$ cat src/rtl/fpu_norm_arbiter.sv
// Round-robin sharing of one combinational normalizer between the add/sub and mul/div pipes.
// Optional FPU_NRM_STATS_EN adds saturating overflow/underflow event counters.
module fpu_norm_arbiter #(
   parameter int EXP_W  = 8,
   parameter int MANT_W = 28
`ifdef FPU_NRM_STATS_EN
   ,
   parameter int CNT_W  = 16
`endif
) (
   input  logic                   i_clk,
   input  logic                   i_rst_n,
   input  logic [1:0]             i_req_valid,
   output logic [1:0]             o_req_ready,
   input  logic [1:0]             i_req_aos,
   input  logic [1:0]             i_req_c_alu,
   input  logic [1:0][EXP_W-1:0]  i_req_exp,
   input  logic [1:0][MANT_W-1:0] i_req_mant,
   output logic                   o_nrm_aos,
   output logic                   o_nrm_c_alu,
   output logic [EXP_W-1:0]       o_nrm_exp,
   output logic [MANT_W-1:0]      o_nrm_mant,
   input  logic [EXP_W-1:0]       i_nrm_exp,
   input  logic [MANT_W-1:0]      i_nrm_mant,
   input  logic                   i_nrm_ovf,
   input  logic                   i_nrm_unf,
   output logic [1:0]             o_rsp_valid,
   input  logic [1:0]             i_rsp_ready,
   output logic [1:0][EXP_W-1:0]  o_rsp_exp,
   output logic [1:0][MANT_W-1:0] o_rsp_mant,
   output logic [1:0]             o_rsp_ovf,
   output logic [1:0]             o_rsp_unf
`ifdef FPU_NRM_STATS_EN
   ,
   output logic [CNT_W-1:0]       o_ovf_cnt,
   output logic [CNT_W-1:0]       o_unf_cnt
`endif
);

   typedef enum logic {BUF_EMPTY, BUF_FULL} buf_state_t;

   buf_state_t state_q [2];
   buf_state_t state_d [2];
   logic [1:0] elig;
   logic [1:0] grant;
   logic       ptr_q;   // index of the last granted requester

   always_comb begin
      for (int k = 0; k < 2; k++) begin
         elig[k] = i_req_valid[k] && ((state_q[k] == BUF_EMPTY) || i_rsp_ready[k]);
      end
      // On a tie the requester that did not win last time goes next.
      if (&elig) grant = ptr_q ? 2'b01 : 2'b10;
      else       grant = elig;
   end

   assign o_req_ready = grant;

   // NOTE: every output of a combinational block gets a default first; a missing else
   // would otherwise infer a latch.
   always_comb begin
      o_nrm_aos   = 1'b0;
      o_nrm_c_alu = 1'b0;
      o_nrm_exp   = '0;
      o_nrm_mant  = '0;
      for (int k = 0; k < 2; k++) begin
         if (grant[k]) begin
            o_nrm_aos   = i_req_aos[k];
            o_nrm_c_alu = i_req_c_alu[k];
            o_nrm_exp   = i_req_exp[k];
            o_nrm_mant  = i_req_mant[k];
         end
      end
   end

   always_comb begin
      for (int k = 0; k < 2; k++) begin
         state_d[k] = state_q[k];
         unique case (state_q[k])
            BUF_EMPTY: if (grant[k]) state_d[k] = BUF_FULL;
            BUF_FULL:  if (!grant[k] && i_rsp_ready[k]) state_d[k] = BUF_EMPTY;
            default:   state_d[k] = BUF_EMPTY;
         endcase
      end
   end

   // NOTE: state uses non-blocking assignments so every register samples pre-edge values.
   // NOTE: result registers are reset too, because the response fields must read zero
   // after reset rather than whatever was buffered before.
   always_ff @(posedge i_clk) begin
      if (!i_rst_n) begin
         state_q    <= '{default: BUF_EMPTY};
         ptr_q      <= 1'b1;   // pretend requester 1 won last, so requester 0 takes the first tie
         o_rsp_exp  <= '0;
         o_rsp_mant <= '0;
         o_rsp_ovf  <= '0;
         o_rsp_unf  <= '0;
      end else begin
         state_q <= state_d;
         if (|grant) ptr_q <= grant[1];
         for (int k = 0; k < 2; k++) begin
            if (grant[k]) begin
               o_rsp_exp[k]  <= i_nrm_exp;
               o_rsp_mant[k] <= i_nrm_mant;
               o_rsp_ovf[k]  <= i_nrm_ovf;
               o_rsp_unf[k]  <= i_nrm_unf;
            end
         end
      end
   end

   always_comb begin
      for (int k = 0; k < 2; k++) o_rsp_valid[k] = (state_q[k] == BUF_FULL);
   end

`ifdef FPU_NRM_STATS_EN
   always_ff @(posedge i_clk) begin
      if (!i_rst_n) begin
         o_ovf_cnt <= '0;
         o_unf_cnt <= '0;
      end else if (|grant) begin
         if (i_nrm_ovf && !(&o_ovf_cnt)) o_ovf_cnt <= o_ovf_cnt + 1'b1;
         if (i_nrm_unf && !(&o_unf_cnt)) o_unf_cnt <= o_unf_cnt + 1'b1;
      end
   end
`endif

endmodule

$ cat config.mk
export PLATFORM = sky130hd
export DESIGN_NAME = fpu_norm_arbiter
export DESIGN_NICKNAME = d
export VERILOG_FILES = /design/src/rtl/fpu_norm_arbiter.sv
export SDC_FILE = /design/constraint.sdc
export NUM_CORES = 1
export LEC_CHECK = 0
export CAP_MARGIN = 20
export CORE_MARGIN = 8
export CORE_UTILIZATION = 55
export CTS_CLUSTER_DIAMETER = 50
export CTS_CLUSTER_SIZE = 28
export DETAILED_ROUTE_END_ITERATION = 16
export DONT_BUFFER_PORTS = 1
export PLACE_DENSITY = 0.7
export SLEW_MARGIN = 20
export SYNTH_ARGS = -nofsm -noshare
export SYNTH_HDL_FRONTEND = slang
export SYNTH_SLANG_ARGS = --single-unit
$ cat constraint.sdc
create_clock -name i_clk -period 4.27 [get_ports i_clk]
set_input_delay 0.854 -clock i_clk [delete_from_list [all_inputs] [get_ports i_clk]]
set_output_delay 0.854 -clock i_clk [all_outputs]
set_load 0.05 [all_outputs]
Yosys cells after proc, flatten, opt, wreduce, memory -nomap -nowiden
Index checks and enable logic that the tools add are counted.
Cells by class
  multiplexer cells: 16
  bitwise gates (word level): 2
  reductions and logical operators: 10
Operators by type and width (number)
  $mux 28: 2
  $mux 8: 2
  $mux 1: 8
  $logic_and 1x1->1: 4
  $mux 2: 2
  $pmux 1 s2: 2
  $logic_not 1->1: 2
  $logic_or 1x1->1: 2
  $not 1->1: 2
  $reduce_and 2->1: 1
  $reduce_or 2->1: 1
Storage, ports and cells
  flip-flop bits (word level): 79
  output and inout port bits: 118

Logic depth before layout (Yosys ltp)
  word-level depth: 9
  depth in mapped cells: 6

Worst setup path after synthesis
No wires, ideal clock.
  path type: input -> output
  from: input port i_rsp_ready[0]
  to: output port o_nrm_exp[0]
  arrival time: 2020 ps
  data required time: 3416 ps
  setup slack: 1396 ps
  cell stages on the path: 6
  buffers on the path: 2
  path through: nor2b_1 o211ai_1 buf_4 inv_2 buf_2 a22o_1
On the way
  longest elaborated chain between the ends: 6
RTL lines
  from (decl): line 28  | input logic [1:0] i_rsp_ready,
  $logic_or 1x1->1 *: line 50  | elig[k] = i_req_valid[k] && ((state_q[k] == BUF_EMPTY) || i_rsp_ready[k]);
  $logic_and 1x1->1 *: line 50
  $reduce_and 2->1: line 53  | if (&elig) grant = ptr_q ? 2'b01 : 2'b10;
  $mux 2 *: line 53
  $mux 8: line 67  | if (grant[k]) begin
  $mux 8 *: line 67
  to (decl): line 21  | output logic [EXP_W-1:0] o_nrm_exp,
Mark *: on every way between the ends. The rest lies on a longest branch, timed or not.

Final worst setup path
  from: register state_q, in the netlist o_rsp_valid[1]
  to: output port o_req_ready[0]
On the way
  longest elaborated chain between the ends: 5
RTL lines
  from (decl): line 42  | buf_state_t state_q [2];
  from (signal assigned): line 99  | state_q <= state_d;
  $not 1->1
  $logic_or 1x1->1: line 50
  $logic_and 1x1->1: line 50
  $reduce_and 2->1: line 53
  $mux 2: line 53
  to (decl): line 14  | output logic [1:0] o_req_ready,
Every way passes these cells.

==> results by group <==
Pwr
  – Logic gate share of total power: 19.5%
  – Sw Share: 36.9%
  – Internal: 0.00122 W
  – Pwr Total: 0.00193 W
  – Pwr per Cell Area: 502 nW/um2
  – Sequential share of power: 52.3%
  – Leakage: 1.78 nW
  – Clock power share: 28.2%
  – Worst vdd ir: 335 uV
  – Sw Pwr: 0.000711 W

Drt
  – Drt drc: 0
  – DR vias: 2587
  – Routed WL: 9990 um
  – Final ANT Viol Nets: 0
  – M1 WL: 3870 um
  – Initial DRT Pass Iterations: 4
  – Drt first-iter violations: 120
  – Met2 WL: 4300 um
  – Drt wl/cell: 21.9 um
  – Met3 Wirelength: 1780 um
  – Top routing layer used: met4
  – Vias per cell: 5.67

Layout
  – Area grow syn2layout: 13.6%
  – Inserted Diodes: 0
  – Finished layout cell area: 3840 um2
  – Layout cells sized above 1: 15.7%
  – Fill cell count: 469
  – NumNets Final: 498

STA
  – RSZ-0062 raised after global routing: false
  – Fin crit share: 85.5%
  – PnR worst setup slack: 0.620 ns
  – Max Slew Vio Count: 0
  – Endpoints failing hold: 0
  – Max Clk Rate: 274 MHz
  – Slew margin rel.: 49.9%
  – Clock skew: 0.00741 ns
  – Tmin final: 3.65 ns
  – Final Setup Violations: 0
  – Setup TNS: 0 ns
  – Worst-Margin Slew: 0.751 ns

Hold path
  – Startpoint of the worst hold path: ptr_q
  – Worst hold path type: reg2reg

Clock network
  – Reg clk slew, reported paths: 0.07 ns
  – Cts repair resizes: 0
  – Clock sinks: 79
  – Post-CTS setup buffer count: 0
  – Hold_buf cts: 0
  – Clock network latency to the later pin of the worst-skew pair: 0.33 ns
  – TritonCTS Buffers: 9
  – CTS tree: built
  – H-tree Lvls: 3
  – Root buffer cell: clkbuf_8
  – CTS max path bufs: 2

GRT
  – Vias in the first global route: 2544
  – Wire length of the first global-routing pass: 14500 um
  – Initial antenna violation count: 0
  – Largest net degree at the start of global routing: 118
  – Total GRT Usage: 20.9%
  – Gr ovfl total: 0

Job
  – Max_cap viols: 0

Worst setup path
  – CP Launch Type: flop
  – Setup crit end: o_req_ready[0]
  – Worst Setup SP: o_rsp_valid[1]
  – Reg2reg path depth: 6
  – Crit path DAT: 2.80 ns
  – WS Path Type: reg2out
  – Worst r2r src: o_rsp_valid[1]
  – Worst R2R End: o_rsp_mant[5]
  – CP endpoint kind: primary output
  – Required time of the worst setup path: 3.42 ns
  – R2r setup slk: 1.49 ns
  – CP Max Fanout: 44

Synthesis
  – Synth Instances: 353
  – Net Count, Synth: 473
  – Count leader, synth: nand2_1
  – Avg Inst Size Synth: 9.58 um2
  – Seq/Total Area, Yosys: 46.8%
  – Distinct cells, synth: 17
  – Synth top area cells: dfxtp_1 (47%), mux2i_1 (22%), nand2_1 (13%)
  – Ys Warns: 0
  – EDFF count, synth: 0
  – Fraction of registers with async set/reset: 0%
  – Synth top area share: 46.8%
  – Leading area contributor after synthesis: dfxtp_1
  – Cell Area, Synth: 3380 um2
  – Synth top cells by count: nand2_1 (115), dfxtp_1 (79), mux2i_1 (76), a22o_1 (38), clkbuf_1 (12)
  – Prevailing post-synth register cell: dfxtp_1
  – Seq cells post-synth: 79

Placed design
  – Dpl ws: 0.917 ns
  – DPL Wire Length: 7710 um
  – Input/output buffers: 0
  – Placed cell area: 3650 um2
  – RD Place Congestion: 0.799

Floorplan
  – Core Region: 5920 um2
  – Die ar.: 8910 um2
  – FP Rows: 28
  – I/O pin count: 238
  – Starting Density: 57.1%
  – Die height: 94.4 um
  – Die W: 94.4 um

Outcome
  – Status: finished, final reports clean
-- worst max-delay path, stage by stage (launching register included) --
cell and delay [ns]:
dfxtp_1 0.67, nor2b_1 0.27, o211ai_2 0.12, buf_4 0.22, inv_2 0.57, buf_4 0.59
-- worst min-delay path by stage --
stage / to / cells past startpoint / slack, ns
detailed placement: ptr_q / 2 / 0.53
floorplan: ptr_q / 2 / 0.49
CTS: ptr_q / 2 / 0.55
global placement: ptr_q / 2 / 0.52
global route: ptr_q / 1 / 0.61
finish: ptr_q / 2 / 0.55
-- per-stage QoR --
step	utilization, %	std cells	hold WS, ns
3_5_place_dp	61.6	442	0.529
5_1_grt	64.9	456	0.613
2_1_floorplan	-	353	0.495
4_1_cts	64.9	456	0.550
6_report	64.9	456	0.551
3_3_place_gp	61.6	442	0.523
-- layer usage --
layer	global-route usage, %	vias to the layer above
li1	-	1245
met4	5.02	0
met1	24.0	1212
met2	30.1	126
met5	0	-
met3	15.6	4
-- registers in the layout, indices dropped and copies added, names as in the netlist --
name,count
o_rsp_exp,16
o_rsp_unf,2
o_rsp_mant,56
o_rsp_valid,2
ptr_q,1
o_rsp_ovf,2
-- cell families (layout without fill, tap and decap cells) --
logic type,Yosys count,after routing,share of synthesized area (%)
DFF,79,79,46.8
muxes,76,76,22.5
and+or+nand+nor,121,121,13.8
AOI/OAI and AO/OA,46,46,11.5
buffers and inverters,31,59,5.48
-- cells in the final DEF (no fill, tap or decap), types with 2 or more instances in the layout --
| cell type | Yosys | layout |
|---|---|---|
| buf_4 | 4 | 41 |
| o21ai_0 | 3 | 3 |
| nand2_1 | 115 | 115 |
| clkbuf_8 | 0 | 11 |
| inv_2 | 2 | 2 |
| nand2b_1 | 3 | 3 |
| mux2i_1 | 76 | 76 |
| dfxtp_1 | 79 | 79 |
| nor2b_1 | 2 | 2 |
| a22o_1 | 38 | 38 |
| buf_12 | 0 | 2 |
| a21boi_0 | 2 | 2 |
-- area by class of cell --
type                       instances  area (um2)  share of cell area (%)
sequential                        79        1580                    41.2
multi-input combinational        243        1620                    42.1
clock buffer                      11         151                    3.94
tap                               75        93.8                    2.44
clock inverter                     3        43.8                    1.14
timing repair buffer              43         348                    9.06
inverter                           2        7.51                   0.195
-- power by group through the flow --
| stage | combinational [W] | clock, W | sequential, W |
|---|---|---|---|
| after global routing | 0.000398 | 0.000592 | 0.00102 |
| after detailed placement | 0.000378 | 0 | 0.00103 |
| after global placement | 0.000372 | 0 | 0.00103 |
| after floorplan | 0.000315 | 0 | 0.00101 |
| after CTS | 0.000379 | 0.000558 | 0.00101 |
| final | 0.000377 | 0.000544 | 0.00101 |
No activity file was read; power rests on OpenSTA's default activity.
